File: src/rtl/bcd_alu_pkg.sv
`default_nettype none
// ============================================================================
//  Module      : bcd_alu_pkg
//  Description : Shared types and helpers for the digit-serial BCD ALU:
//                opcode and FSM state enums, the BCD nine constant, opcode
//                decode and nine's-complement of a single digit.
//  Revision    : 1.0  initial release
// ============================================================================
package bcd_alu_pkg;

    typedef enum logic [2:0] {
        OP_ADD  = 3'b000,
        OP_SUB  = 3'b010,
        OP_PASS = 3'b111
    } op_t;

    typedef enum logic [1:0] {
        IDLE   = 2'd0,
        CALC   = 2'd1,
        RECOMP = 2'd2,
        DONE   = 2'd3
    } state_t;

    localparam logic [3:0] BCD_NINE = 4'd9;

    // Every opcode other than ADD/SUB behaves as PASS.
    function automatic op_t decode_op(input logic [2:0] code);
        case (code)
            3'b000:  return OP_ADD;
            3'b010:  return OP_SUB;
            default: return OP_PASS;
        endcase
    endfunction

    function automatic logic [3:0] nines_comp(input logic [3:0] d);
        return BCD_NINE - d;
    endfunction

endpackage
`default_nettype wire

File: src/rtl/bcd_digit_adder.sv
`default_nettype none
// ============================================================================
//  Module      : bcd_digit_adder
//  Description : Combinational single-digit BCD adder, a + b + cin with the
//                +6 decimal correction when the binary sum exceeds nine.
//  Revision    : 1.0  initial release
// ============================================================================
module bcd_digit_adder
    import bcd_alu_pkg::*;
(
    input  logic [3:0] a,
    input  logic [3:0] b,
    input  logic       cin,
    output logic [3:0] sum,
    output logic       cout
);

    logic [4:0] raw;
    logic [4:0] corrected;

    // Binary add, then fold back into a decimal digit with a carry.
    always_comb begin
        raw       = {1'b0, a} + {1'b0, b} + {4'b0000, cin};
        corrected = raw + 5'd6;
        if (raw > {1'b0, BCD_NINE}) begin
            sum  = corrected[3:0];
            cout = 1'b1;
        end else begin
            sum  = raw[3:0];
            cout = 1'b0;
        end
    end

endmodule
`default_nettype wire

File: src/rtl/bcd_serial_alu.sv
`default_nettype none
// ============================================================================
//  Module      : bcd_serial_alu
//  Description : Digit-serial sign-magnitude BCD add/subtract unit. One digit
//                per clock, LSD first, with nine's-complement subtraction and
//                a recomplement pass when the magnitude difference goes
//                negative. Flags overflow and invalid (non-BCD) operands.
//                Optional macro BCD_SATURATE_EN: clamp magnitude to all nines
//                on overflow instead of wrapping.
//  Revision    : 1.0  initial release
// ============================================================================
module bcd_serial_alu
    import bcd_alu_pkg::*;
#(
    parameter int NUM_DIGITS = 4
) (
    input  logic                  clk,
    input  logic                  rst,
    input  logic                  in_valid,
    output logic                  in_ready,
    input  logic [4*NUM_DIGITS:0] op1,
    input  logic [4*NUM_DIGITS:0] op2,
    input  logic [2:0]            opcode,
    output logic                  out_valid,
    input  logic                  out_ready,
    output logic [4*NUM_DIGITS:0] result,
    output logic                  overflow,
    output logic                  invalid
);

    localparam int MAG_W = 4 * NUM_DIGITS;
    localparam int IDX_W = (NUM_DIGITS > 1) ? $clog2(NUM_DIGITS) : 1;
    localparam logic [IDX_W-1:0] LAST_IDX = IDX_W'(NUM_DIGITS - 1);

    state_t             state;
    logic [MAG_W-1:0]   a_sh;
    logic [MAG_W-1:0]   b_sh;
    logic [MAG_W-1:0]   res_mag;
    logic               carry;
    logic               op1_sign;
    logic               eff_sub;
    logic [IDX_W-1:0]   idx;

    op_t                dec_op;
    logic               op2_sign_eff;
    logic               eff_sub_in;
    logic               op_bad;
    logic [3:0]         add_a;
    logic [3:0]         add_b;
    logic [3:0]         sum;
    logic               cout;
    logic [MAG_W-1:0]   next_mag;
    logic [MAG_W-1:0]   final_mag;

    // Decode the incoming operation; SUB flips op2's sign before choosing add vs subtract.
    always_comb begin
        dec_op       = decode_op(opcode);
        op2_sign_eff = (dec_op == OP_SUB) ? ~op2[MAG_W] : op2[MAG_W];
        eff_sub_in   = (dec_op != OP_PASS) && (op1[MAG_W] != op2_sign_eff);
    end

    // Flag any non-BCD digit in either operand magnitude.
    always_comb begin
        op_bad = 1'b0;
        for (int i = 0; i < NUM_DIGITS; i++) begin
            if ((op1[4*i +: 4] > BCD_NINE) || (op2[4*i +: 4] > BCD_NINE)) begin
                op_bad = 1'b1;
            end
        end
    end

    // Adder operand mux: CALC adds (or nine's-complements b), RECOMP complements the stored difference.
    always_comb begin
        add_a = a_sh[3:0];
        add_b = eff_sub ? nines_comp(b_sh[3:0]) : b_sh[3:0];
        if (state == RECOMP) begin
            add_a = nines_comp(res_mag[3:0]);
            add_b = 4'd0;
        end
    end

    bcd_digit_adder u_digit_adder (
        .a    (add_a),
        .b    (add_b),
        .cin  (carry),
        .sum  (sum),
        .cout (cout)
    );

    // New digit enters at the MSD end so the magnitude is in place after NUM_DIGITS shifts.
    always_comb begin
        next_mag  = (res_mag >> 4) | (MAG_W'(sum) << (MAG_W - 4));
        final_mag = next_mag;
`ifdef BCD_SATURATE_EN
        if (!eff_sub && cout) begin
            final_mag = {NUM_DIGITS{BCD_NINE}};
        end
`endif
    end

    // Control FSM and datapath registers; all outputs are registered.
    always_ff @(posedge clk or posedge rst) begin
        if (rst) begin
            state     <= IDLE;
            in_ready  <= 1'b0;
            out_valid <= 1'b0;
            result    <= '0;
            overflow  <= 1'b0;
            invalid   <= 1'b0;
            a_sh      <= '0;
            b_sh      <= '0;
            res_mag   <= '0;
            carry     <= 1'b0;
            op1_sign  <= 1'b0;
            eff_sub   <= 1'b0;
            idx       <= '0;
        end else begin
            case (state)
                IDLE: begin
                    in_ready <= 1'b1;
                    if (in_valid && in_ready) begin
                        in_ready <= 1'b0;
                        result   <= '0;
                        overflow <= 1'b0;
                        invalid  <= 1'b0;
                        idx      <= '0;
                        res_mag  <= '0;
                        op1_sign <= op1[MAG_W];
                        a_sh     <= op1[MAG_W-1:0];
                        // PASS streams op1 through the adder with a zero partner.
                        b_sh     <= (dec_op == OP_PASS) ? '0 : op2[MAG_W-1:0];
                        eff_sub  <= eff_sub_in;
                        carry    <= eff_sub_in;
                        if (op_bad) begin
                            invalid   <= 1'b1;
                            out_valid <= 1'b1;
                            state     <= DONE;
                        end else begin
                            state <= CALC;
                        end
                    end
                end
                CALC: begin
                    a_sh    <= a_sh >> 4;
                    b_sh    <= b_sh >> 4;
                    carry   <= cout;
                    res_mag <= next_mag;
                    idx     <= idx + 1'b1;
                    if (idx == LAST_IDX) begin
                        idx <= '0;
                        if (eff_sub && !cout) begin
                            // Borrow out: magnitude is negative, recomplement it.
                            carry <= 1'b1;
                            state <= RECOMP;
                        end else begin
                            result    <= {op1_sign & (|final_mag), final_mag};
                            overflow  <= !eff_sub && cout;
                            out_valid <= 1'b1;
                            state     <= DONE;
                        end
                    end
                end
                RECOMP: begin
                    carry   <= cout;
                    res_mag <= next_mag;
                    idx     <= idx + 1'b1;
                    if (idx == LAST_IDX) begin
                        idx       <= '0;
                        result    <= {~op1_sign & (|next_mag), next_mag};
                        out_valid <= 1'b1;
                        state     <= DONE;
                    end
                end
                DONE: begin
                    if (out_ready) begin
                        out_valid <= 1'b0;
                        in_ready  <= 1'b1;
                        state     <= IDLE;
                    end
                end
                default: begin
                    state <= IDLE;
                end
            endcase
        end
    end

endmodule
`default_nettype wire

File: config.mk
export PLATFORM = sky130hd
export DESIGN_NAME = bcd_serial_alu
export DESIGN_NICKNAME = d
export VERILOG_FILES = /design/src/rtl/bcd_alu_pkg.sv /design/src/rtl/bcd_digit_adder.sv /design/src/rtl/bcd_serial_alu.sv
export SDC_FILE = /design/constraint.sdc
export NUM_CORES = 1
export LEC_CHECK = 0
export BUFFER_PORTS_ARGS = -buffer_cell sky130_fd_sc_hd__buf_4
export CORE_MARGIN = 8
export CORE_UTILIZATION = 30
export DETAILED_ROUTE_END_ITERATION = 8
export GPL_ROUTABILITY_DRIVEN = 0
export MAX_ROUTING_LAYER = met4
export PLACE_DENSITY_LB_ADDON = 0.12
export SLEW_MARGIN = 10
export SYNTH_ARGS = -nofsm -noshare
export SYNTH_HDL_FRONTEND = slang
export SYNTH_SLANG_ARGS = --single-unit
export TNS_END_PERCENT = 1
File: constraint.sdc
create_clock -name clk -period 4 [get_ports clk]
set_input_delay 0.8 -clock clk [delete_from_list [all_inputs] [get_ports clk]]
set_output_delay 0.8 -clock clk [all_outputs]
set_load 0.03 [all_outputs]
### Word level (Yosys, flattened, before mapping)

Cells that the tools add are included.

| cells by class | value |
|---|---|
| add/sub/neg operators | 6 |
| magnitude comparators | 9 |
| equal/unequal tests | 15 |
| multiplexer cells | 52 |
| bitwise logic cells | 5 |
| reduce and logical (&&, ||, !) cells | 27 |

Operators with widths:

| kind | count |
|---|---|
| 16-bit case mux with 2 select lines | 3 |
| 17-bit 2-to-1 mux | 4 |
| 16-bit 2-to-1 mux | 4 |
| 17-bit case mux with 3 select lines | 1 |
| 4-bit > comparator, second input constant | 8 |
| 1-bit 2-to-1 mux | 22 |
| 4-bit 2-to-1 mux | 4 |
| 12-bit by 16-bit OR with 16-bit output | 1 |
| 16-bit OR reduction | 1 |
| 2-bit 2-to-1 mux | 7 |
| 2-bit != test, second input constant | 5 |
| 2-bit AND reduction | 5 |
| 2-bit case mux with 4 select lines | 1 |
| 4-bit AND reduction | 2 |
| 4-bit subtractor, first input constant | 2 |
| 2-bit == test, second input constant | 3 |
| 3-bit by 2-bit == test with 1-bit output, second input constant | 2 |
| 3-bit case mux with 2 select lines | 1 |
| 6-bit AND reduction | 1 |
| 2-bit nonzero test | 3 |
| 4-bit by 4-bit adder with 5-bit output | 1 |
| 5-bit by 1-bit adder with 5-bit output | 1 |
| 5-bit by 4-bit > comparator with 1-bit output, second input constant | 1 |
| 5-bit AND reduction | 1 |
| 20 further kinds | 30 |

| storage, ports and cells | value |
|---|---|
| register bits after elaboration | 76 |
| bits of input ports | 41 |
| output and inout port bits | 21 |

### Longest topological paths before layout

| logic depth | value |
|---|---|
| depth after elaboration | 13 |
| depth in mapped cells | 13 |

### Hierarchy

A second synthesis with hierarchy kept.

| second synthesis, totals | value |
|---|---|
| cell total of the unflattened synthesis | 363 |
| area, all modules | 3882.5 sq um |

Modules (own cells, without submodules):

| module | times used | cells each | area an instance (sq um) | sequential area each (sq um) |
|---|---|---|---|---|
| bcd_serial_alu | 1 | 341 | 3671.0 | 1901.8 |
| bcd_digit_adder | 1 | 22 | 211.5 | 0.0 |

### Least setup slack after synthesis

No wires, ideal clock.

| timing | value |
|---|---|
| path kind | register to register |
| start point | register state[0] |
| end point | register result[0] |
| arrival | 3.182 ns |
| path slack | 0.693 ns |
| stages on the path, launching flop included | 13 |
| buffers on the path | 1 |
| period minus slack after synthesis | 3.307 ns |
| cells stage by stage | dfrtp_1 -> inv_1 -> ha_1 -> clkbuf_1 -> mux2i_1 -> fa_1 -> inv_1 -> fa_1 -> a21o_2 -> a21oi_1 -> o211ai_2 -> o21ai_4 -> mux2_2 |

| on the way | value |
|---|---|
| cells in the longest elaborated chain, start to end | 10 |
| elaborated cells between the ends (all ways) | 18 |
| those cells by class | add/sub: 2; order compare: 1; eq/ne: 6; mux: 4; reduce/logical: 5 |

Ends and longest elaborated chain:

| element | RTL line | text |
|---|---|---|
| start, declared | bcd_serial_alu.sv:35 | `state_t state;` |
| start signal, assigned | bcd_serial_alu.sv:104 | `state <= IDLE;` |
| start signal, assigned | bcd_serial_alu.sv:137 | `state <= DONE;` |
| start signal, assigned | bcd_serial_alu.sv:139 | `state <= CALC;` |
| 2-bit == test | bcd_serial_alu.sv:76, bcd_serial_alu.sv:118 |  |
| 4-bit 2-to-1 mux | bcd_serial_alu.sv:76 | `if (state == RECOMP) begin` |
| 4-bit by 4-bit adder with 5-bit output | bcd_digit_adder.sv:23 | `raw = {1'b0, a} + {1'b0, b} + {4'b0000, cin};` |
| 5-bit by 1-bit adder with 5-bit output | bcd_digit_adder.sv:23 |  |
| 5-bit by 4-bit > comparator with 1-bit output | bcd_digit_adder.sv:25 | `if (raw > {1'b0, BCD_NINE}) begin` |
| 1-bit 2-to-1 mux | bcd_digit_adder.sv:25 |  |
| 1-bit logical NOT | bcd_serial_alu.sv:151 | `if (eff_sub && !cout) begin` |
| 1-bit logical AND | bcd_serial_alu.sv:151 |  |
| 2-bit != test (no source line) | - |  |
| 5-bit AND reduction (no source line) | - |  |
| end signal, assigned | bcd_serial_alu.sv:156 | `result <= {op1_sign & (\|final_mag), final_mag};` |
| end signal, assigned | bcd_serial_alu.sv:169 | `result <= {~op1_sign & (\|next_mag), next_mag};` |
| end, declared | bcd_serial_alu.sv:26 | `output logic [4*NUM_DIGITS:0] result,` |

Parallel ways exist; a longest one is shown, timed or not.
A chain may end at the register's enable or synchronous reset.

### Final worst setup path

| timing | value |
|---|---|
| start point | register state[0] |
| end point | register result[1] |

The elaborated chain is that of the path after synthesis.

==> flow_metrics.env <==
export IMPL_cp_data_required_time_ps=4250
export IMPL_cts_htree_levels=3
export IMPL_critical_path_max_stage_delay_ps=480
export IMPL_ant_nets=0
export IMPL_rr_endpoint="result[1]"
export IMPL_grt_pass1_wl_um=16000
export IMPL_worstMarginPinSlew_ps=826
export IMPL_r2r_start="state[0]"
export IMPL_postCtsSetupBuffers=0
export IMPL_grt_max_degree=43
export IMPL_die_y_um=130
export IMPL_synth_warnings=0
export IMPL_path_depth=11
export IMPL_critical_path_top_delay_family="compound AO/OA/AOI/OAI gates"
export IMPL_syn_area_per_cell_um2=9.58
export IMPL_drv_slew=0
export IMPL_root_buffer="clkbuf_16"
export IMPL_timing_slew_headroom_pct=44.9
export IMPL_reg2reg_depth=11
export IMPL_die_area_um2=16800
export IMPL_antenna_found_initial=0
export IMPL_post_cts_resized=0
export IMPL_hp_class="reg2reg"
export IMPL_dpl_worst_slack_ps=484
export IMPL_overflow=0
export IMPL_route_detailed_drc=0
export IMPL_cts_buffer_depth=2
export IMPL_nNetsFinal=518
export IMPL_syn_num_nets=459
export IMPL_area_growth_pct=23.9
export IMPL_firstDrtPassIters=5
export IMPL_vias=2962
export IMPL_r2r_setup_slack_ps=520
export IMPL_p_leak_nw=2.28
export IMPL_powerDensity_nw_per_um2=1000
export IMPL_synth_area_leaders="dfrtp_1 49%, mux2i_1 7.7%, o21ai_0 6.4%, nand2_1 6.3%, ha_1 3.5%"
export IMPL_drive_gt1_share_pct=21.2
export IMPL_criticalPathCategory="reg2reg"
export IMPL_final_area_um2=4810
export IMPL_start_util_pct=30.8
export IMPL_synth_async_reset_ratio_pct=100
export IMPL_worst_setup_path_start_kind="flop"
export IMPL_ioPinCount=62
export IMPL_final_cell_mix="76 x dfrtp_1, 67 x buf_4, 65 x nand2_1"
export IMPL_finalSetupTns_ps=0
export IMPL_die_w_um=130
export IMPL_grt_pass1_vias=3240
export IMPL_rows=41
export IMPL_netlist_area_leader_share_pct=49.0
export IMPL_rsz0062_at_grt="no"
export IMPL_yosysTopAreaCell="dfrtp_1"
export IMPL_cp_num_buf_inv=3
export IMPL_cp_data_arrival_time_ps=3730
export IMPL_fmax_mhz=287
export IMPL_final_common_cell="dfrtp_1"
export IMPL_crit_fanout=10
export IMPL_io_buffers=61
export IMPL_cts_hold_buf=0
export IMPL_ys_seq_area_share_pct=49.0
export IMPL_cp_end_kind="flop"
export IMPL_fin_ws_ps=521
export IMPL_routed_wl_um=9380
export IMPL_clkTransAtPathRegs_ps=60
export IMPL_num_antenna_cells=0
export IMPL_coreArea_um2=12600
export IMPL_cts_buffers=9
export IMPL_drt_iter0_markers=138
export IMPL_ys_flop_type="dfrtp_1"
export IMPL_final_util_pct=38.1
export IMPL_grt_usage_pct=12.4
export IMPL_min_period_ps=3480
export IMPL_min_to="b_sh[14]"
export IMPL_synthCells=405
export IMPL_fill_cells=1316
export IMPL_hold_viol=0
export IMPL_via_per_inst=4.63
export IMPL_syn_area_um2=3880
export IMPL_ys_ff_latch=76
export IMPL_clk_latency_ps=340
export IMPL_placed_area_um2=4530
export IMPL_numClockSinks=76
export IMPL_cap_violations=0
export IMPL_crit_chain="inv_1 > ha_1 > buf_4 > mux2_2 > fa_1 > a21o_2 > a21oi_1 > o211ai_2 > o21ai_4 > buf_4 > mux2i_1"
export IMPL_skew_ps=10.9
export IMPL_dpl_hpwl_um=7020
export IMPL_crit_top_cell="buf_4"
export IMPL_cts_tree="done"
export IMPL_critPathSlowestCell="fa_1"
export IMPL_seq_area_um2=1900
export IMPL_synth_cell_types=47
export IMPL_irDropWorstVdd_mv=0.389
export IMPL_wl_per_cell_um=14.7
export IMPL_status="finished, final reports clean"
export IMPL_synth_edf_count=0
export IMPL_fin_crit_sh_pct=87.0
export IMPL_multi_input_area_um2=1780
export IMPL_hold_path_startpoint="b_sh[14]"
export IMPL_whs_path_depth=2
export IMPL_setup_violations=0
export IMPL_total_power_mw=4.82
layer usage:
layer | wire [um] | global-route usage (%)
met1 | 4660 | 16.3
met2 | 4320 | 18.6
met3 | 355 | 3.22
met4 | 54 | 3.48
met5 | 0 | -
cells by family (layout without fill, tap and decap cells):
family | count (synthesis) | after routing | synth area share, %
flip-flops | 76 | 76 | 49.0
adder cells (fa/ha/maj) | 13 | 13 | 4.58
AO/OA/AOI/OAI | 94 | 94 | 15.4
XOR/XNOR | 9 | 9 | 2.22
multiplexers | 37 | 37 | 9.77
buffers and inverters | 51 | 114 | 5.35
AND/OR/NAND/NOR | 125 | 125 | 13.6
tightest hold or removal path: stages (launching register included):
cell	delay (ps)
dfrtp_1	340
nand2_1	50
nand2_1	50
power breakdown:
part	leakage, nW	switching (mW)	internal, mW
clock	0.133	0.309	0.448
combinational	1.17	1.64	1.09
sequential	0.982	0.214	1.12
total	2.28	2.16	2.66
cell usage after synthesis, types with 2 or more instances:
master and count:
xor2_1 5, nor3_1 2, buf_2 3, ha_1 11
nand2b_1 2, nand2_1 65, o31ai_1 2, nand3_1 6
nor4_1 2, mux2_2 7, nor2_1 35, a221oi_1 12
a21oi_1 10, clkbuf_1 15, mux2i_1 30, o21ai_0 50
a22oi_1 5, o311ai_0 2, fa_1 2, inv_1 31
dfrtp_1 76, nor4b_1 2, nand4_1 3, a21boi_0 2
xnor2_1 3
worst max path at each step:
stage	endpoint	slack, ps	from
final	result[1]	520	state[0]
after global routing	result[5]	210	state[0]
after CTS	result[2]	480	state[0]
after detailed placement	result[4]	480	state[0]
after global placement	result[3]	590	state[0]
after floorplan	result[0]	690	state[0]
stage by stage:
step / hold WS [ps] / cells
finish: 469 / 640
global route: 507 / 640
CTS: 472 / 640
detailed placement: 456 / 625
global placement: 455 / 625
floorplan: 439 / 405
layout make-up:
cell class                      instances  area share (%)
Multi-Input combinational cell        278            36.9
Inverter                               31            2.42
Clock inverter                          4           0.520
Timing Repair Buffer                   68            10.9
Sequential cell                        76            39.5
Tap cell                              172            4.47
Clock buffer                           11            5.25
registers in the layout, indices dropped and copies added (netlist names), 2 cells and up:
name     cells
state        2
b_sh        16
result      17
res_mag     16
a_sh        16
idx          2
Note: power is estimated with default switching activity, not from simulation.
